`config.mk`:
```
export PLATFORM = sky130hd
export DESIGN_NAME = video_fb_reader_core
export DESIGN_NICKNAME = d
export VERILOG_FILES = /design/src/rtl/video_fb_reader_pkg.sv /design/src/rtl/video_fb_reader_fifo.sv /design/src/rtl/video_fb_reader_core.sv
export SDC_FILE = /design/constraint.sdc
export NUM_CORES = 1
export LEC_CHECK = 0
export CAP_MARGIN = 20
export CORE_MARGIN = 5
export CORE_UTILIZATION = 45
export CTS_CLUSTER_DIAMETER = 30
export CTS_CLUSTER_SIZE = 16
export DETAILED_ROUTE_END_ITERATION = 8
export GPL_TIMING_DRIVEN = 0
export PLACE_DENSITY = 0.66
export SYNTH_ARGS = -nofsm -noshare
export SYNTH_HDL_FRONTEND = slang
export SYNTH_SLANG_ARGS = --single-unit
export TNS_END_PERCENT = 5
```
`constraint.sdc`:
```
create_clock -name clk -period 17.7 [get_ports clk]
set_input_delay 2.655 -clock clk [delete_from_list [all_inputs] [get_ports clk]]
set_output_delay 2.655 -clock clk [all_outputs]
set_load 0.005 [all_outputs]
```
`src/rtl/video_fb_reader_pkg.sv`:
```
// Shared types for the frame-buffer reader: pixel coordinate bundle,
// register offsets and FSM state encoding.
package video_fb_reader_pkg;

  localparam int H_SIZE = 640;
  localparam int V_SIZE = 480;
  localparam int FC_HW  = 10;
  localparam int FC_VW  = 10;

  localparam logic CTRL = 1'b0;
  localparam logic BASE = 1'b1;

  typedef struct packed {
    logic [FC_HW-1:0] hc;
    logic [FC_VW-1:0] vc;
    logic             frame_start;
  } vga_fc_t;

  typedef enum logic [1:0] {
    S_IDLE,
    S_ISSUE,
    S_WAIT
  } state_t;

endpackage

```
`src/rtl/video_fb_reader_fifo.sv`:
```
// Small synchronous skid FIFO holding {vga_fc_t, rgb} entries.
// Storage is reset so the head reads as zero while empty.
module video_fb_reader_fifo #(
  parameter int DEPTH = 4,
  parameter int W     = 8
) (
  input  logic                   clk,
  input  logic                   rst,
  input  logic                   i_push,
  input  logic [W-1:0]           i_data,
  input  logic                   i_pop,
  output logic [W-1:0]           o_data,
  output logic                   o_full,
  output logic                   o_empty,
  output logic [$clog2(DEPTH):0] o_count
);

  localparam int AW = $clog2(DEPTH);

  logic [W-1:0]  r_mem [DEPTH];
  logic [AW-1:0] r_wr;
  logic [AW-1:0] r_rd;
  logic [AW:0]   r_cnt;
  logic          w_push;
  logic          w_pop;

  assign o_empty = (r_cnt == '0);
  assign o_full  = (r_cnt == (AW+1)'(DEPTH));
  assign o_count = r_cnt;
  assign o_data  = r_mem[r_rd];
  assign w_pop   = i_pop && !o_empty;
  assign w_push  = i_push && (!o_full || w_pop);

  always_ff @(posedge clk or posedge rst) begin
    if (rst) begin
      for (int i = 0; i < DEPTH; i++) r_mem[i] <= '0;
      r_wr  <= '0;
      r_rd  <= '0;
      r_cnt <= '0;
    end else begin
      if (w_push) begin
        r_mem[r_wr] <= i_data;
        r_wr        <= r_wr + 1'b1;
      end
      if (w_pop) r_rd <= r_rd + 1'b1;
      if (w_push && !w_pop)      r_cnt <= r_cnt + 1'b1;
      else if (w_pop && !w_push) r_cnt <= r_cnt - 1'b1;
    end
  end

endmodule

```
`src/rtl/video_fb_reader_core.sv`:
```
// Raster-order SRAM frame-buffer reader feeding the video pixel chain.
// Optional FB_READER_TEST_PATTERN_EN adds an SRAM-free colour-bar source.
module video_fb_reader_core
  import video_fb_reader_pkg::*;
#(
  parameter int RGB_SIZE   = 12,
  parameter int SRAM_AW    = 18,
  parameter int SRAM_DW    = 16,
  parameter int H_DISPLAY  = 640,
  parameter int V_DISPLAY  = 480,
  parameter int READ_WAIT  = 2,
  parameter int FIFO_DEPTH = 4
) (
  input  logic                 clk,
  input  logic                 rst,
  input  logic                 avs_address,
  input  logic                 avs_write,
  input  logic [31:0]          avs_writedata,
  output logic                 sram_ce_n,
  output logic                 sram_oe_n,
  output logic                 sram_we_n,
  output logic [SRAM_DW/8-1:0] sram_be_n,
  output logic [SRAM_AW-1:0]   sram_addr,
  output logic                 sram_dq_en,
  input  logic [SRAM_DW-1:0]   sram_dq_read,
  output vga_fc_t              snk_fc,
  output logic                 snk_vld,
  output logic [RGB_SIZE-1:0]  snk_rgb,
  input  logic                 snk_rdy
);

  localparam int FW  = RGB_SIZE + $bits(vga_fc_t);
  localparam int WCW = (READ_WAIT > 1) ? $clog2(READ_WAIT) : 1;
  localparam int CW  = RGB_SIZE / 3;

  state_t                  r_state;
  logic                    r_en;
  logic [SRAM_AW-1:0]      r_base;
  logic [SRAM_AW-1:0]      r_addr_cnt;
  logic [FC_HW-1:0]        r_hc;
  logic [FC_VW-1:0]        r_vc;
  logic [WCW-1:0]          r_wcnt;
  logic                    r_ce_n;
  logic                    r_oe_n;
  logic [SRAM_DW/8-1:0]    r_be_n;
  logic [SRAM_AW-1:0]      r_addr;

  logic                    w_pat_mode;
  logic [RGB_SIZE-1:0]     w_bar_rgb;
  logic                    w_wait_done;
  logic                    w_push;
  logic                    w_pop;
  logic                    w_full;
  logic                    w_empty;
  logic [$clog2(FIFO_DEPTH):0] w_count;
  logic                    w_hc_last;
  logic                    w_last;
  logic [RGB_SIZE-1:0]     w_pix;
  vga_fc_t                 w_fc;
  logic [FW-1:0]           w_head;
  logic                    w_unused;

`ifdef FB_READER_TEST_PATTERN_EN
  logic                    r_pat_sel;
  logic                    r_pat;
  logic [FC_HW-1:0]        w_bar;

  assign w_pat_mode = r_pat;
  assign w_bar      = r_hc / FC_HW'(H_DISPLAY / 8);
  assign w_bar_rgb  = RGB_SIZE'({{CW{w_bar[2]}}, {CW{w_bar[1]}},
                                 {CW{w_bar[0]}}});
  assign w_unused   = ^{avs_writedata[31:SRAM_AW], w_count,
                        sram_dq_read[SRAM_DW-1:RGB_SIZE],
                        w_bar[FC_HW-1:3]};

  always_ff @(posedge clk or posedge rst) begin
    if (rst) begin
      r_pat_sel <= 1'b0;
      r_pat     <= 1'b0;
    end else begin
      if (avs_write && avs_address == CTRL) r_pat_sel <= avs_writedata[1];
      if (r_state == S_IDLE && r_en) r_pat <= r_pat_sel;
    end
  end
`else
  assign w_pat_mode = 1'b0;
  assign w_bar_rgb  = '0;
  assign w_unused   = ^{avs_writedata[31:SRAM_AW], w_count,
                        sram_dq_read[SRAM_DW-1:RGB_SIZE]};
`endif

  always_ff @(posedge clk or posedge rst) begin
    if (rst) begin
      r_en   <= 1'b0;
      r_base <= '0;
    end else if (avs_write) begin
      if (avs_address == CTRL) r_en   <= avs_writedata[0];
      else                     r_base <= avs_writedata[SRAM_AW-1:0];
    end
  end

  assign w_hc_last   = (r_hc == FC_HW'(H_DISPLAY - 1));
  assign w_last      = w_hc_last && (r_vc == FC_VW'(V_DISPLAY - 1));
  assign w_wait_done = (r_state == S_WAIT) &&
                       (r_wcnt == WCW'(READ_WAIT - 1));
  assign w_push      = w_wait_done ||
                       (r_state == S_ISSUE && w_pat_mode && !w_full);
  assign w_pix       = w_pat_mode ? w_bar_rgb
                                  : sram_dq_read[RGB_SIZE-1:0];

  assign w_fc.hc          = r_hc;
  assign w_fc.vc          = r_vc;
  assign w_fc.frame_start = (r_hc == '0) && (r_vc == '0);

  // Counters advance on every push; the room check lives in ISSUE only.
  always_ff @(posedge clk or posedge rst) begin
    if (rst) begin
      r_state    <= S_IDLE;
      r_addr_cnt <= '0;
      r_hc       <= '0;
      r_vc       <= '0;
      r_wcnt     <= '0;
      r_ce_n     <= 1'b1;
      r_oe_n     <= 1'b1;
      r_be_n     <= '1;
      r_addr     <= '0;
    end else begin
      unique case (r_state)
        S_IDLE: begin
          if (r_en) begin
            r_addr_cnt <= r_base;
            r_hc       <= '0;
            r_vc       <= '0;
            r_state    <= S_ISSUE;
          end
        end
        S_ISSUE: begin
          if (!w_full && !w_pat_mode) begin
            r_addr  <= r_addr_cnt;
            r_ce_n  <= 1'b0;
            r_oe_n  <= 1'b0;
            r_be_n  <= '0;
            r_wcnt  <= '0;
            r_state <= S_WAIT;
          end
        end
        S_WAIT: begin
          if (w_wait_done) begin
            r_ce_n <= 1'b1;
            r_oe_n <= 1'b1;
            r_be_n <= '1;
          end else begin
            r_wcnt <= r_wcnt + 1'b1;
          end
        end
        default: r_state <= S_IDLE;
      endcase
      if (w_push) begin
        r_addr_cnt <= r_addr_cnt + 1'b1;
        r_hc       <= w_hc_last ? '0 : r_hc + 1'b1;
        r_vc       <= w_hc_last ? r_vc + 1'b1 : r_vc;
        r_state    <= w_last ? S_IDLE : S_ISSUE;
      end
    end
  end

  assign w_pop = snk_vld && snk_rdy;

  video_fb_reader_fifo #(
    .DEPTH (FIFO_DEPTH),
    .W     (FW)
  ) u_fifo (
    .clk     (clk),
    .rst     (rst),
    .i_push  (w_push),
    .i_data  ({w_fc, w_pix}),
    .i_pop   (w_pop),
    .o_data  (w_head),
    .o_full  (w_full),
    .o_empty (w_empty),
    .o_count (w_count)
  );

  assign snk_vld    = !w_empty;
  assign snk_fc     = w_head[FW-1:RGB_SIZE];
  assign snk_rgb    = w_head[RGB_SIZE-1:0];
  assign sram_ce_n  = r_ce_n;
  assign sram_oe_n  = r_oe_n;
  assign sram_we_n  = 1'b1;
  assign sram_be_n  = r_be_n;
  assign sram_addr  = r_addr;
  assign sram_dq_en = 1'b0;

endmodule

```
# Yosys cells after proc, flatten, opt, wreduce, memory -nomap -nowiden
# Cells that the tools add are included.
[op_classes]
n_addsub = 8
n_lt_le_gt_ge = 3
n_eq_ne = 11
mux = 30
bitwise = 4
n_reduce_logical = 30
[ops]
columns = ["op", "count"]
rows = [
  ["$bwmux W132", 1],
  ["$mux W33", 3],
  ["$bmux W33 S2", 1],
  ["$demux W33 S2", 1],
  ["$mux W10", 6],
  ["$mux W18", 3],
  ["$add A10 B1 Y10 const B", 2],
  ["$logic_not A10 Y1", 2],
  ["$add A18 B1 Y18 const B", 1],
  ["$reduce_and A3 Y1", 4],
  ["$eq A10 B10 Y1 const B", 1],
  ["$eq A10 B9 Y1 const B", 1],
  ["$mux W2", 5],
  ["$logic_and A1 B1 Y1", 9],
  ["$reduce_and A2 Y1", 4],
  ["$reduce_bool A2 Y1", 4],
  ["$ge A3 B3 Y1 const B", 2],
  ["$mux W3", 2],
  ["$ne A2 B2 Y1 const B", 3],
  ["$ne A3 B2 Y1 const B", 2],
  ["$not A2 Y3", 2],
  ["$pmux W2 S3", 1],
  ["$add A2 B1 Y2 const B", 2],
  ["$logic_not A1 Y1", 4],
  ["other kinds (15)", 20],
]
[totals]
regBits = 220
in_bits = 53
wordCells = 103

# Logic depth before layout (Yosys ltp)
[logic_depth]
depth_word = 10
depth_mapped = 12
depth_no_buf = 10

# Hierarchy
# A second synthesis with hierarchy kept.
[unflattened]
hier_cells = 710
hier_area_um2 = 9969.6
[by_module_without_submodules]
columns = ["module", "instances", "cells_each", "area_each_um2", "seq_area_each_um2"]
rows = [
  ["video_fb_reader_fifo", 1, 357, 6155.9, 3478.3],
  ["video_fb_reader_core", 1, 353, 3813.7, 1978.1],
]

# Worst setup path after synthesis
# Ideal clock, no wire load.
[synth_path]
kind = "register to output"
start = "register u_fifo.r_rd[1]"
end = "output port snk_fc[0] (netlist name)"
arrival_ps = 1483
required_ps = 15045
path_slack_ps = 13562
stages_incl_launch_ff = 4
cell_sequence = "dfrtp_1 -> clkbuf_1 -> buf_2 -> mux4_2"
[synth_lines]
columns = ["item", "line", "source"]
rows = [
  ["start: declaration", "video_fb_reader_fifo.sv:22", "logic [AW-1:0] r_rd;"],
  ["start signal: assignment", "video_fb_reader_fifo.sv:45", "if (w_pop) r_rd <= r_rd + 1'b1;"],
  ["end: declaration", "video_fb_reader_core.sv:26", "output vga_fc_t snk_fc,"],
]

==> results.cfg <==
[status]
outcome = completed

[min_path]
hold_class = flip-flop to flip-flop
whs_endpoint = u_fifo.r_mem[67]
hold_depth = 1
hold_start = u_fifo.r_mem[67]

[clocking]
cts_root_buf = clkbuf_16
cts_max_level = 2
path_clk_slew_ns = 0.05
cts_tree = done
post_cts_resized = 0
numCtsBuffers = 49
cts_setup_buffers = 0
clock-sinks = 218
clk_latency_ns = 0.54
cts_buffer_depth = 3
cts-hold-fix-buffers = 0

[worst_setup_path]
path_cells = clkbuf_1 > buf_2 > mux4_2 > clkdlybuf4s50_1
r2r_start = r_state[0]
crit_family = buffers and inverters
path_buf_inv = 3
worstSetupEndpointType = output pin
cp_max_fo = 10
reg2reg_depth = 12
slowest_delay_ns = 0.60
rr_endpoint = u_fifo.o_count[2]
critPathKind = flip-flop to output pin
cp.depth = 4
r2r_slack_ns = 15.16
worst_ep_required_time_ns = 15.05
crit_slowest_cell = mux4_2
arrival_ns = 2.92
crit_path_start_kind = flip-flop

[floorplanning]
floorplan.initialDensity_pct = 45.9
fp.dieW_um = 162
die_y_um = 162
top_level_ports = 111
die-area_mm2 = 0.0263
core_area_mm2 = 0.0227
row_count = 55

[power_and_ir_drop]
p_seq_share_pct = 32.6
power_density_mw_per_mm2 = 157
ir_drop_v = 0.0000817
pwr-share-comb_pct = 23.1
swShare_pct = 27.4
power.total_mw = 2.11
switching_power_mw = 0.576
p_leak_nw = 6.43
pwr-share-clk_pct = 44.3
power.internal_mw = 1.53

[route]
via_per_inst = 5.36
wl_per_cell_um = 18.7
drtIter0Drc = 368
first_pass_iters = 4
remaining_drc_errors = 0
drtAntennaViolNets = 0
drt-total-wl_um = 22300
route.vias.total = 6399

[cells_and_area]
most-common-layout-cells = dfrtp_1 (217), mux2_4 (95), clkdlybuf4s50_1 (90)
final_area_mm2 = 0.0135
nets = 936
finalNonFillerCells = 1193
drive_above_1_share_pct = 34.0
layout_commonest_cell = dfrtp_1
area_delta_synth_final_pct = 29.1
n_antenna_cell = 0

[flow_run]
maxCapViolCount = 0

[timing]
timing.hold.ws_ns = 0.485
setup_violations = 0
period_share_pct = 31.5
tightestPinTransition_ns = 0.868
hold_viol = 0
drv_slew = 0
fin_skew_ns = 0.0166
min_period_ns = 5.58
tns_ns = 0
rsz0062_at_grt = no
fmax_ghz = 0.179
max_slew_margin_pct = 41.6

[synth]
synth_edf_count = 0
ys_seq_area_share_pct = 52.4
syn_inst = 726
yosys_warnings = 0
yosysUniqueCellTypes = 59
ys_ff_latch = 218
syn_avg_cell_area_um2 = 14.4
syn_nets = 794
synth_flop_cell = dfrtp_1
syn_area_mm2 = 0.0104
async_flop_share_pct = 100

[global_route]
grt_pass1_wl_um = 36800
antenna_found_initial = 0
gr-total-overflow = 0
grt_max_degree = 130
grt.total_usage_pct = 17.3
grt_pass1_vias = 6816

[placed_design]
gp_congestion = 0.809
place_hpwl_um = 14500
placed_area_mm2 = 0.0117
dp.cells = 1102
io_buffers = 90
-- how the worst max path moves through the flow --
| stage | startpoint | end | slack (ns) |
|---|---|---|---|
| floorplan | rst | r_addr_cnt[0] | 9.08 |
| global placement | rst | u_fifo.r_mem[43] | 6.15 |
| detailed placement | u_fifo.r_rd[0] | snk_fc[6] | 12.65 |
| CTS | u_fifo.r_rd[0] | snk_fc[4] | 12.09 |
| global route | u_fifo.r_rd[1] | snk_fc[6] | 11.99 |
| finish | u_fifo.r_rd[1] | snk_fc[6] | 12.12 |
-- worst reg2reg max path: stages, from the launching register on --
cell and delay, ns:
dfrtp_1 0.40, inv_1 0.12, ha_1 0.28, and2_1 0.17, buf_6 0.14, o21a_1 0.13, buf_6 0.17, ha_1 0.21
inv_1 0.06, fa_1 0.37, xor2_1 0.15, nor2_1 0.11, xor2_1 0.15
-- registers in the layout (all words and copies together) (netlist names) --
name            cells
r_en                1
r_base             18
r_vc               10
sram_be_n           1
r_state             2
u_fifo.o_count      3
r_wcnt              1
u_fifo.r_wr         2
r_addr_cnt         18
r_hc               10
u_fifo.r_rd         2
u_fifo.r_mem      132
sram_addr          18
-- cell usage after synthesis (all sizes together) (2+ instances only) --
cell | count | area [µm²]
xor2 | 8 | 70.1
o211ai | 3 | 22.5
and2 | 2 | 12.5
a31oi | 6 | 37.5
ha | 14 | 175
o31ai | 3 | 36.3
o22ai | 3 | 18.8
o21ai | 34 | 170
nand3 | 18 | 90.1
mux2 | 171 | 2280
nor4 | 4 | 40.0
buf | 28 | 254
nand4 | 10 | 68.8
and3 | 8 | 51.3
o32ai | 2 | 17.5
nor3 | 9 | 56.3
dlygate4sd1 | 2 | 17.5
nor2 | 23 | 91.3
a22oi | 2 | 15.0
a311oi | 3 | 26.3
conb | 2 | 7.51
o311ai | 3 | 26.3
xnor2 | 5 | 43.8
and4 | 3 | 27.5
inv | 13 | 48.8
nand2 | 45 | 199
o21a | 2 | 15.0
a21oi | 16 | 80.1
dfrtp | 217 | 5430
clkbuf | 20 | 95.1
mux4 | 33 | 743
-- routing by layer --
layer,up-vias,global-route usage (%),wire length (µm),part of all wire [%]
met3,32,3.45,908,4.1
met4,0,5.23,356,1.6
li1,2956,-,-,-
met2,137,26.7,10200,46
met1,3274,24.9,10800,48
met5,-,0,0,0
-- final cells by class --
| class | count | area (µm²) |
|---|---|---|
| clock inverter | 26 | 362 |
| clock buffer | 65 | 1380 |
| fill | 1785 | 9260 |
| buffer | 50 | 367 |
| tap | 285 | 357 |
| sequential | 218 | 5460 |
| timing repair buffer | 91 | 928 |
| multi-input combinational | 445 | 4550 |
| inverter | 13 | 56.3 |
-- power by group through the flow --
stage               sequential [mW]  combinational, mW  clock (mW)
global route                  0.699              0.531       0.977
CTS                           0.685              0.494       0.950
floorplan                     0.669              0.324           0
finish                        0.686              0.486       0.934
detailed placement            0.690              0.490           0
global placement              0.689              0.481           0
-- cell families (layout without fill, tap and decap cells) --
logic type / after synthesis / count (layout) / synth area share [%]
compound gates: 83 / 83 / 4.98
xor+xnor: 13 / 13 / 1.09
fa+ha+maj: 15 / 15 / 1.87
buf+inv: 63 / 245 / 3.99
flops: 218 / 218 / 52.4
mux: 205 / 205 / 29.1
other cells: 2 / 2 / 0.0721
simple gates: 127 / 127 / 6.50
-- stage by stage --
step           util, %  setup WS [ns]
4_1_cts           59.2          12.09
3_3_place_gp      51.4           6.15
6_report          59.2          12.12
2_1_floorplan        -           9.08
3_5_place_dp      51.6          12.65
5_1_grt           59.2          11.99
(Power assumes the default switching activity.)
